==> src/rtl/pc_fetch_unit_pkg.sv <==
// Shared definitions for the fetch stage: state encoding, word width and default reset PC.
package pc_fetch_unit_pkg;

   localparam int unsigned WORD_W = 32;
   localparam logic [WORD_W-1:0] DEFAULT_RESET_PC = 32'h0000_0000;

   typedef enum logic [1:0] {
      StIdle   = 2'd0,
      StFetch  = 2'd1,
      StHold   = 2'd2,
      StHalted = 2'd3
   } fetch_state_e;

endpackage

==> src/rtl/pc_fetch_unit_if.sv <==
// Fetch-stage bus: instruction memory req/ack on one side, decode valid/ready on the other.
interface pc_fetch_unit_if;
   import pc_fetch_unit_pkg::*;

   logic              imem_req;
   logic [WORD_W-1:0] imem_addr;
   logic              imem_ack;
   logic [WORD_W-1:0] imem_rdata;
   logic [WORD_W-1:0] instr;
   logic              instr_valid;
   logic              instr_ready;

   modport master (
      output imem_req, imem_addr, instr, instr_valid,
      input  imem_ack, imem_rdata, instr_ready
   );

   modport slave (
      input  imem_req, imem_addr, instr, instr_valid,
      output imem_ack, imem_rdata, instr_ready
   );

endinterface

==> src/rtl/pc_fetch_unit_timeout.sv <==
// Counts consecutive un-acked fetch cycles; o_expired flags the last cycle before giving up.
module fetch_timeout_counter #(
   parameter int unsigned TIMEOUT = 16
) (
   input  logic i_clk,
   input  logic i_rst,
   input  logic i_enable,
   input  logic i_clear,
   output logic o_expired
);

   localparam int unsigned CNT_W = $clog2(TIMEOUT);

   logic [CNT_W-1:0] r_count;
   logic             w_expired;

   assign w_expired = (r_count == CNT_W'(TIMEOUT - 1));
   assign o_expired = w_expired;

   always_ff @(posedge i_clk) begin
      if (i_rst || i_clear) begin
         r_count <= '0;
      end else if (i_enable && !w_expired) begin
         r_count <= r_count + 1'b1;
      end
   end

endmodule

==> src/rtl/pc_fetch_unit.sv <==
// Program counter owner: fetches one instruction per PC over req/ack and hands it to decode.
module pc_fetch_unit
   import pc_fetch_unit_pkg::*;
#(
   parameter logic [WORD_W-1:0] RESET_PC = DEFAULT_RESET_PC,
   parameter int unsigned       TIMEOUT  = 16
) (
   input  logic              i_clk,
   input  logic              i_rst,
   input  logic [WORD_W-1:0] i_next_address,
   input  logic              i_halt,
   input  logic              i_resume,
   output logic [WORD_W-1:0] o_pc_out,
   output logic              o_halted,
   output logic              o_fetch_error,
   output logic [WORD_W-1:0] o_retired_count,
   pc_fetch_unit_if.master   bus
);

   fetch_state_e      r_state;
   logic [WORD_W-1:0] r_pc;
   logic [WORD_W-1:0] r_instr;
   logic [WORD_W-1:0] r_retired;
   logic              r_imem_req;
   logic              r_instr_valid;
   logic              r_halted;
   logic              r_fetch_error;
   logic              w_timer_en;
   logic              w_timer_clr;
   logic              w_expired;

   // Count only un-acked FETCH cycles; any ack or state change restarts the window.
   assign w_timer_en  = (r_state == StFetch) && !bus.imem_ack;
   assign w_timer_clr = (r_state != StFetch) || bus.imem_ack;

   fetch_timeout_counter #(
      .TIMEOUT (TIMEOUT)
   ) u_timeout (
      .i_clk     (i_clk),
      .i_rst     (i_rst),
      .i_enable  (w_timer_en),
      .i_clear   (w_timer_clr),
      .o_expired (w_expired)
   );

   always_ff @(posedge i_clk) begin
      if (i_rst) begin
         r_state       <= StIdle;
         r_pc          <= RESET_PC;
         r_instr       <= '0;
         r_retired     <= '0;
         r_imem_req    <= 1'b0;
         r_instr_valid <= 1'b0;
         r_halted      <= 1'b0;
         r_fetch_error <= 1'b0;
      end else begin
         case (r_state)
            StIdle: begin
               r_state    <= StFetch;
               r_imem_req <= 1'b1;
            end
            StFetch: begin
               // An ack in the expiry cycle takes priority over the timeout.
               if (bus.imem_ack) begin
                  r_instr       <= bus.imem_rdata;
                  r_instr_valid <= 1'b1;
                  r_imem_req    <= 1'b0;
                  r_state       <= StHold;
               end else if (w_expired) begin
                  r_fetch_error <= 1'b1;
                  r_imem_req    <= 1'b0;
                  r_halted      <= 1'b1;
                  r_state       <= StHalted;
               end
            end
            StHold: begin
               if (bus.instr_ready) begin
                  r_pc          <= i_next_address;
                  r_retired     <= r_retired + 1'b1;
                  r_instr_valid <= 1'b0;
                  if (i_halt) begin
                     r_halted <= 1'b1;
                     r_state  <= StHalted;
                  end else begin
                     r_imem_req <= 1'b1;
                     r_state    <= StFetch;
                  end
               end
            end
            StHalted: begin
               if (i_resume && !r_fetch_error) begin
                  r_halted   <= 1'b0;
                  r_imem_req <= 1'b1;
                  r_state    <= StFetch;
               end
            end
            default: r_state <= StIdle;
         endcase
      end
   end

   assign o_pc_out        = r_pc;
   assign o_halted        = r_halted;
   assign o_fetch_error   = r_fetch_error;
   assign o_retired_count = r_retired;

   assign bus.imem_req    = r_imem_req;
   assign bus.imem_addr   = r_pc;
   assign bus.instr       = r_instr;
   assign bus.instr_valid = r_instr_valid;

endmodule

==> src/flat_wrapper.sv <==
// flat-port wrapper written by rule: the top's interface ports become plain ports
module pc_fetch_unit_flat import pc_fetch_unit_pkg::*;
#(
   parameter logic [WORD_W-1:0] RESET_PC = DEFAULT_RESET_PC,
   parameter int unsigned       TIMEOUT  = 16
)
  (i_clk, i_rst, i_next_address, i_halt, i_resume, o_pc_out, o_halted, o_fetch_error, o_retired_count, bus_imem_req, bus_imem_addr, bus_instr, bus_instr_valid, bus_imem_ack, bus_imem_rdata, bus_instr_ready);
  pc_fetch_unit_if bus_i ();
  input  logic i_clk;
  input  logic i_rst;
  input  logic [WORD_W-1:0] i_next_address;
  input  logic i_halt;
  input  logic i_resume;
  output logic [WORD_W-1:0] o_pc_out;
  output logic o_halted;
  output logic o_fetch_error;
  output logic [WORD_W-1:0] o_retired_count;
  output wire logic [$bits(bus_i.imem_req)-1:0] bus_imem_req;
  output wire logic [$bits(bus_i.imem_addr)-1:0] bus_imem_addr;
  output wire logic [$bits(bus_i.instr)-1:0] bus_instr;
  output wire logic [$bits(bus_i.instr_valid)-1:0] bus_instr_valid;
  input wire logic [$bits(bus_i.imem_ack)-1:0] bus_imem_ack;
  input wire logic [$bits(bus_i.imem_rdata)-1:0] bus_imem_rdata;
  input wire logic [$bits(bus_i.instr_ready)-1:0] bus_instr_ready;
  assign bus_imem_req = bus_i.imem_req;
  assign bus_imem_addr = bus_i.imem_addr;
  assign bus_instr = bus_i.instr;
  assign bus_instr_valid = bus_i.instr_valid;
  assign bus_i.imem_ack = bus_imem_ack;
  assign bus_i.imem_rdata = bus_imem_rdata;
  assign bus_i.instr_ready = bus_instr_ready;
  pc_fetch_unit #(.RESET_PC(RESET_PC), .TIMEOUT(TIMEOUT)) u_core (.i_clk(i_clk), .i_rst(i_rst), .i_next_address(i_next_address), .i_halt(i_halt), .i_resume(i_resume), .o_pc_out(o_pc_out), .o_halted(o_halted), .o_fetch_error(o_fetch_error), .o_retired_count(o_retired_count), .bus(bus_i));
endmodule
==> config.mk <==
export PLATFORM = sky130hd
export DESIGN_NAME = pc_fetch_unit_flat
export DESIGN_NICKNAME = d
export VERILOG_FILES = /design/src/rtl/pc_fetch_unit_pkg.sv /design/src/rtl/pc_fetch_unit_if.sv /design/src/rtl/pc_fetch_unit_timeout.sv /design/src/rtl/pc_fetch_unit.sv /design/src/flat_wrapper.sv
export SDC_FILE = /design/constraint.sdc
export NUM_CORES = 1
export LEC_CHECK = 0
export ABC_CLOCK_PERIOD_IN_PS = 2800
export CORE_ASPECT_RATIO = 0.75
export CORE_MARGIN = 2
export CORE_UTILIZATION = 42
export CTS_CLUSTER_SIZE = 30
export DETAILED_ROUTE_END_ITERATION = 16
export PLACE_DENSITY = 0.91
export SLEW_MARGIN = 20
export SYNTH_ARGS = -nofsm -noshare
export SYNTH_HDL_FRONTEND = slang
export SYNTH_HIERARCHICAL = 1
export SYNTH_SLANG_ARGS = --single-unit
==> constraint.sdc <==
create_clock -name i_clk -period 2.8 [get_ports i_clk]
set_clock_uncertainty 0.15 [all_clocks]
set_input_delay 0.56 -clock i_clk [delete_from_list [all_inputs] [get_ports i_clk]]
set_output_delay 0.56 -clock i_clk [all_outputs]
set_load 0.01 [all_outputs]
# Word-level counts from Yosys, hierarchy flattened
# Cells that the tools add are included.
[classes]
add_sub_neg = 2
n_eq_ne = 13
n_mux = 21
bitwise_logic = 1
n_reduce_logical = 18
[op_table]
columns = ["op", "count"]
rows = [
  ["$add A32 B1 Y32 const B", 1],
  ["$mux W1", 12],
  ["$ne A2 B2 Y1 const B", 6],
  ["$mux W2", 5],
  ["$reduce_and A3 Y1", 3],
  ["$pmux W2 S4", 1],
  ["$reduce_and A6 Y1", 1],
  ["$add A4 B1 Y4 const B", 1],
  ["$eq A2 B2 Y1 const B", 2],
  ["$eq A4 B4 Y1 const B", 1],
  ["$ne A2 B1 Y1 const B", 2],
  ["$pmux W1 S4", 1],
  ["$reduce_and A2 Y1", 2],
  ["$reduce_and A4 Y1", 1],
  ["$logic_and A1 B1 Y1", 3],
  ["$logic_not A1 Y1", 3],
  ["$ne A3 B3 Y1 const B", 1],
  ["$pmux W1 S3", 1],
  ["$reduce_bool A3 Y1", 1],
  ["$eq A2 B1 Y1 const B", 1],
  ["$logic_not A2 Y1", 1],
  ["$logic_or A1 B1 Y1", 2],
  ["$pmux W1 S2", 1],
  ["$reduce_bool A2 Y1", 1],
  ["$not A1 Y1", 1],
]
[totals]
reg_bits = 106
output_inout_bits = 132
wordCells = 64

# Depth between registers and ports, before layout
[depth]
word_depth = 4
ltp_mapped = 9
ltp_nobuf = 7

# By module
# The synthesis kept the hierarchy.
[modules_own_cells]
columns = ["module", "instances", "cells_each", "area_each_um2"]
rows = [
  ["pc_fetch_unit", 1, 536, 4310.4],
  ["fetch_timeout_counter", 1, 22, 211.5],
]

# Worst setup path after synthesis
# No wires, ideal clock.
[synth_timing]
path_kind = "register -> register"
startpoint = "register u_core.r_state[0]"
endpoint = "register u_core.r_retired[28], in the netlist u_core/o_retired_count[28]"
setup_time_ns = 0.070
arrival_time_ns = 2.063
required_time_ns = 2.580
setup_slack_ns = 0.517
stages_incl_launch_ff = 9
cell_sequence = "dfxtp_1 -> inv_1 -> ha_1 -> buf_4 -> nand4_1 -> or4_1 -> buf_2 -> or4_1 -> a21oi_1"
[synth_between]
elab_chain_len = 2
[synth_lines]
columns = ["item", "line_no", "rtl"]
rows = [
  ["from (decl)", "pc_fetch_unit.sv:20", "fetch_state_e r_state;"],
  ["from (signal assigned)", "pc_fetch_unit.sv:48", "r_state <= StIdle;"],
  ["from (signal assigned)", "pc_fetch_unit.sv:59", "r_state <= StFetch;"],
  ["from (signal assigned)", "pc_fetch_unit.sv:68", "r_state <= StHold;"],
  ["$eq A2 B2 Y1", "pc_fetch_unit.sv:57", "case (r_state)"],
  ["$reduce_and A2 Y1 (no source line)", "--", ""],
  ["to (signal assigned)", "pc_fetch_unit.sv:79", "r_retired <= r_retired + 1'b1;"],
  ["to (decl)", "pc_fetch_unit.sv:23", "logic [WORD_W-1:0] r_retired;"],
]
# No other way between the ends.
# A chain may end at the register's enable or synchronous reset.

# Final worst setup path
[layout_timing]
startpoint = "input port bus_instr_ready"
endpoint = "register u_core.r_retired[14], in the netlist u_core/o_retired_count[14]"
[layout_between]
elab_chain_len = 1
[layout_lines]
columns = ["item", "line_no", "rtl"]
rows = [
  ["from (decl)", "flat_wrapper.sv:24", "input wire logic [$bits(bus_i.instr_ready)-1:0] bus_instr_ready;"],
  ["$reduce_and A2 Y1 (no source line)", "--", ""],
]
# No other way between the ends.

==> results.md <==
- Placement Setup Slack: -0.0639 ns
- Drt pass-1 iters: 5
- Ys async rst share: 0%
- Worst Setup End Kind: flop
- Total power: 3.77 mW
- Total CTS buffers: 9
- Vias in the first global route: about 4300
- Highest metal used: met4
- Most common cell in the synthesized netlist: nand2_1
- Port Buffers: 201
- Post-synth EDFFs: 0
- Post-route setup slack: 0.268 ns
- CTS tree: built
- P per Cell Area: 560 nW/um^2
- Share of layout cells above drive strength 1: roughly 5.8%
- CP peak stage delay: between 0.7 and 0.8 ns
- Die X: between 100 and 150 microns
- Tightest Hold Check Type: flop to flop
- Gr usage total: between 20% and 30%
- Grt ovf: 0
- Worst-margin pin slew: between 0.6 and 0.7 ns
- WP data required: between 2 and 3 ns
- Flop and latch count out of synthesis: 106
- Fmax: between 300 and 400 MHz
- Post-route DRC: 0
- Critical path cell sequence: clkdlybuf4s50_1 -> nand4_1 -> or4_1 -> buf_4 -> or3_1 -> a21oi_1
- Crit share post-route: roughly nine tenths
- GP Congestion: slightly above 0.8
- Reg2Reg Launch Point: u_core/r_state[0]$_SDFFE_PP0P_
- P_leak: between 2 and 2.5 nW
- Peak fanout along the critical path: 11
- Status: completed
- Syn. warnings: 6
- Synth unique cells: 46
- Crit Path Class: primary input to flop
- Seq/Total Area, Yosys: a little under half
- CTS clk-pin slew, worst paths: ~0.07 ns
- CP Launch Point: bus_instr_ready
- Initial DRC count: between 200 and 300
- Reg area: ~2100 sq um
- Dominant cells by area after synthesis: dfxtp_1, nand2_1, a21oi_1, buf_4, or4_1
- Routed via count: between 4000 and 5000
- Max-Cap Viols: 0
- Syn avg cell area: 8.10 sq um
- Critical-path top delay cell: or4_1
- CTS Hold Bufs: 0
- Mapped Nets: 635
- Core area: a little over 10000 sq um
- Mapped Area: roughly 4500 sq um
- I/O pin total: 202
- Post-synthesis cell count: 558
- Postcts setup bufs: 0
- Final setup viols: 0
- Antenna Nets Post-Route: 0
- Worst Hold Launch: u_core/bus.instr[0]$_SDFFE_PP0P_
- DIE AREA: 11600 sq um
- Initial core utilization: 43.6%
- Main synth FF type: dfxtp_1
- # rows: 32
- Wire length on met2: ~6300 microns
- CP Launch Type: primary input
- Arrival time worst endpoint: approximately 2.7 ns
- P&R area growth vs syn: 48.7%
- Worst skew pair latency: about 0.34 ns
- Unrepaired setup endpoints after global routing: no
- Area occupied by multi-input gates: just under 2000 sq um
- Metal-1 WL: just over 5000 microns
- Total wire length: about 13000 microns
- Filler cell count: 809
- CTS sink count: ~110
- Top cell type's share of synthesized area: about 47%
- Largest net degree at the start of global routing: just under 60
- Die H: 93.9 microns
- Top cells by count, synth: nand2_1, dfxtp_1, a21oi_1, buf_4, clkbuf_1
- Per-cell routed wire length: 14.6 microns
- First-pass GRT wire length: between 20000 and 25000 microns
- Routed length on met3: 967 microns
- Final min period: between 2 and 3 ns
- Initial antenna violation count: 0
- Slew headroom: 55.7%
- Clock H-tree levels: 3
- Post-CTS Resized: 0
- Worst vdd rail ir drop: 0.311 mV
- Drt via density: slightly above 5
- Clk root buf: clkbuf_16
- Cell taking the most area after synthesis: dfxtp_1
- Final hold vios: 0
- Max-slew violation count: 0
- Fin nets: roughly 800
- Clock Path Buffers: 2
- Detailed Place HPWL: approximately 9400 microns
- Antenna diode count: 0
==> placed cells by master (no fill, tap or decap), types with 3 or more instances in the layout <==
cell type | netlist | final
and4_1 | 3 | 3
xnor2_1 | 9 | 9
nor3_1 | 5 | 5
xor2_1 | 3 | 3
a21oi_1 | 88 | 88
inv_1 | 12 | 12
dfxtp_1 | 106 | 106
nor2b_1 | 4 | 4
nor4_1 | 3 | 3
o31ai_1 | 12 | 12
clkdlybuf4s50_1 | 0 | 200
nand3_1 | 9 | 9
clkbuf_16 | 0 | 9
nand4_1 | 9 | 9
buf_4 | 33 | 14
nor2_1 | 22 | 22
clkinv_4 | 0 | 4
o21ai_0 | 6 | 6
nand2_1 | 148 | 148
or4_1 | 15 | 15
ha_1 | 7 | 7
or3_1 | 6 | 6
==> per-stage QoR <==
step / utilization (%) / setup TNS (ns) / instance area [sq um] / instances / hold slack [ns]
floorplan: - / 0 / 4520 / 558 / 0.309
global placement: 62.2 / 0 / 6440 / 845 / 0.292
detailed placement: 62.2 / -0.312 / 6440 / 845 / 0.297
CTS: 64.8 / 0 / 6720 / 861 / 0.306
global route: 64.8 / 0 / 6720 / 861 / 0.325
finish: 64.8 / 0 / 6720 / 861 / 0.307
==> area by class of cell <==
cell class	instances	area share, %
multi-input combinational	375	29.4
timing repair buffer	215	31.6
tap	136	2.53
sequential	106	31.6
clock inverter	7	0.800
inverter	13	0.726
clock buffer	9	3.35
==> sequential cells by signal (all words and copies together) (netlist names) <==
signal / flops
u_core/bus.imem_addr: 32
u_core/bus.imem_req: 1
u_core/bus.instr: 32
u_core/bus.instr_valid: 1
u_core/o_fetch_error: 1
u_core/o_halted: 1
u_core/o_retired_count: 32
u_core/r_state: 2
u_core/u_timeout/r_count: 4
==> path summary, 6_finish.rpt <==
check / endpoint / cells past startpoint / slack [ns]
min: u_core/bus.instr[0]$_SDFFE_PP0P_ / 2 / 0.31
max reg2reg: u_core/o_retired_count[14]$_SDFFE_PP0P_ / 7 / 0.32
min reg2reg: u_core/bus.instr[0]$_SDFFE_PP0P_ / 2 / 0.31
max: u_core/o_retired_count[14]$_SDFFE_PP0P_ / 6 / 0.27
==> metal layers <==
layer / track usage, % / vias to the layer above
met5: 0 / -
li1: - / 2179
met1: 25.7 / 2091
met4: 6.16 / 0
met2: 37.5 / 158
met3: 7.65 / 18
==> worst max-delay path: cells and delay by family <==
family,cells,cell delay [ns]
buffers and inverters,2,0.72
AND/OR/NAND/NOR,3,1.20
AO/OA/AOI/OAI,1,0.16
==> power breakdown <==
group          leakage (nW)  switching [mW]  total [mW]  internal [mW]
clock                 0.140           0.567        1.18          0.609
combinational          1.27           0.434       0.883          0.449
sequential            0.858          0.0808        1.71           1.63
==> kinds of logic after synthesis <==
kind of cell / synth area share, %
compound gates: 14.6
xor+xnor: 2.32
fa+ha+maj: 1.94
buf+inv: 9.35
flops: 46.9
mux: 0.719
simple gates: 24.1
Power figures use the tool's default switching activity.
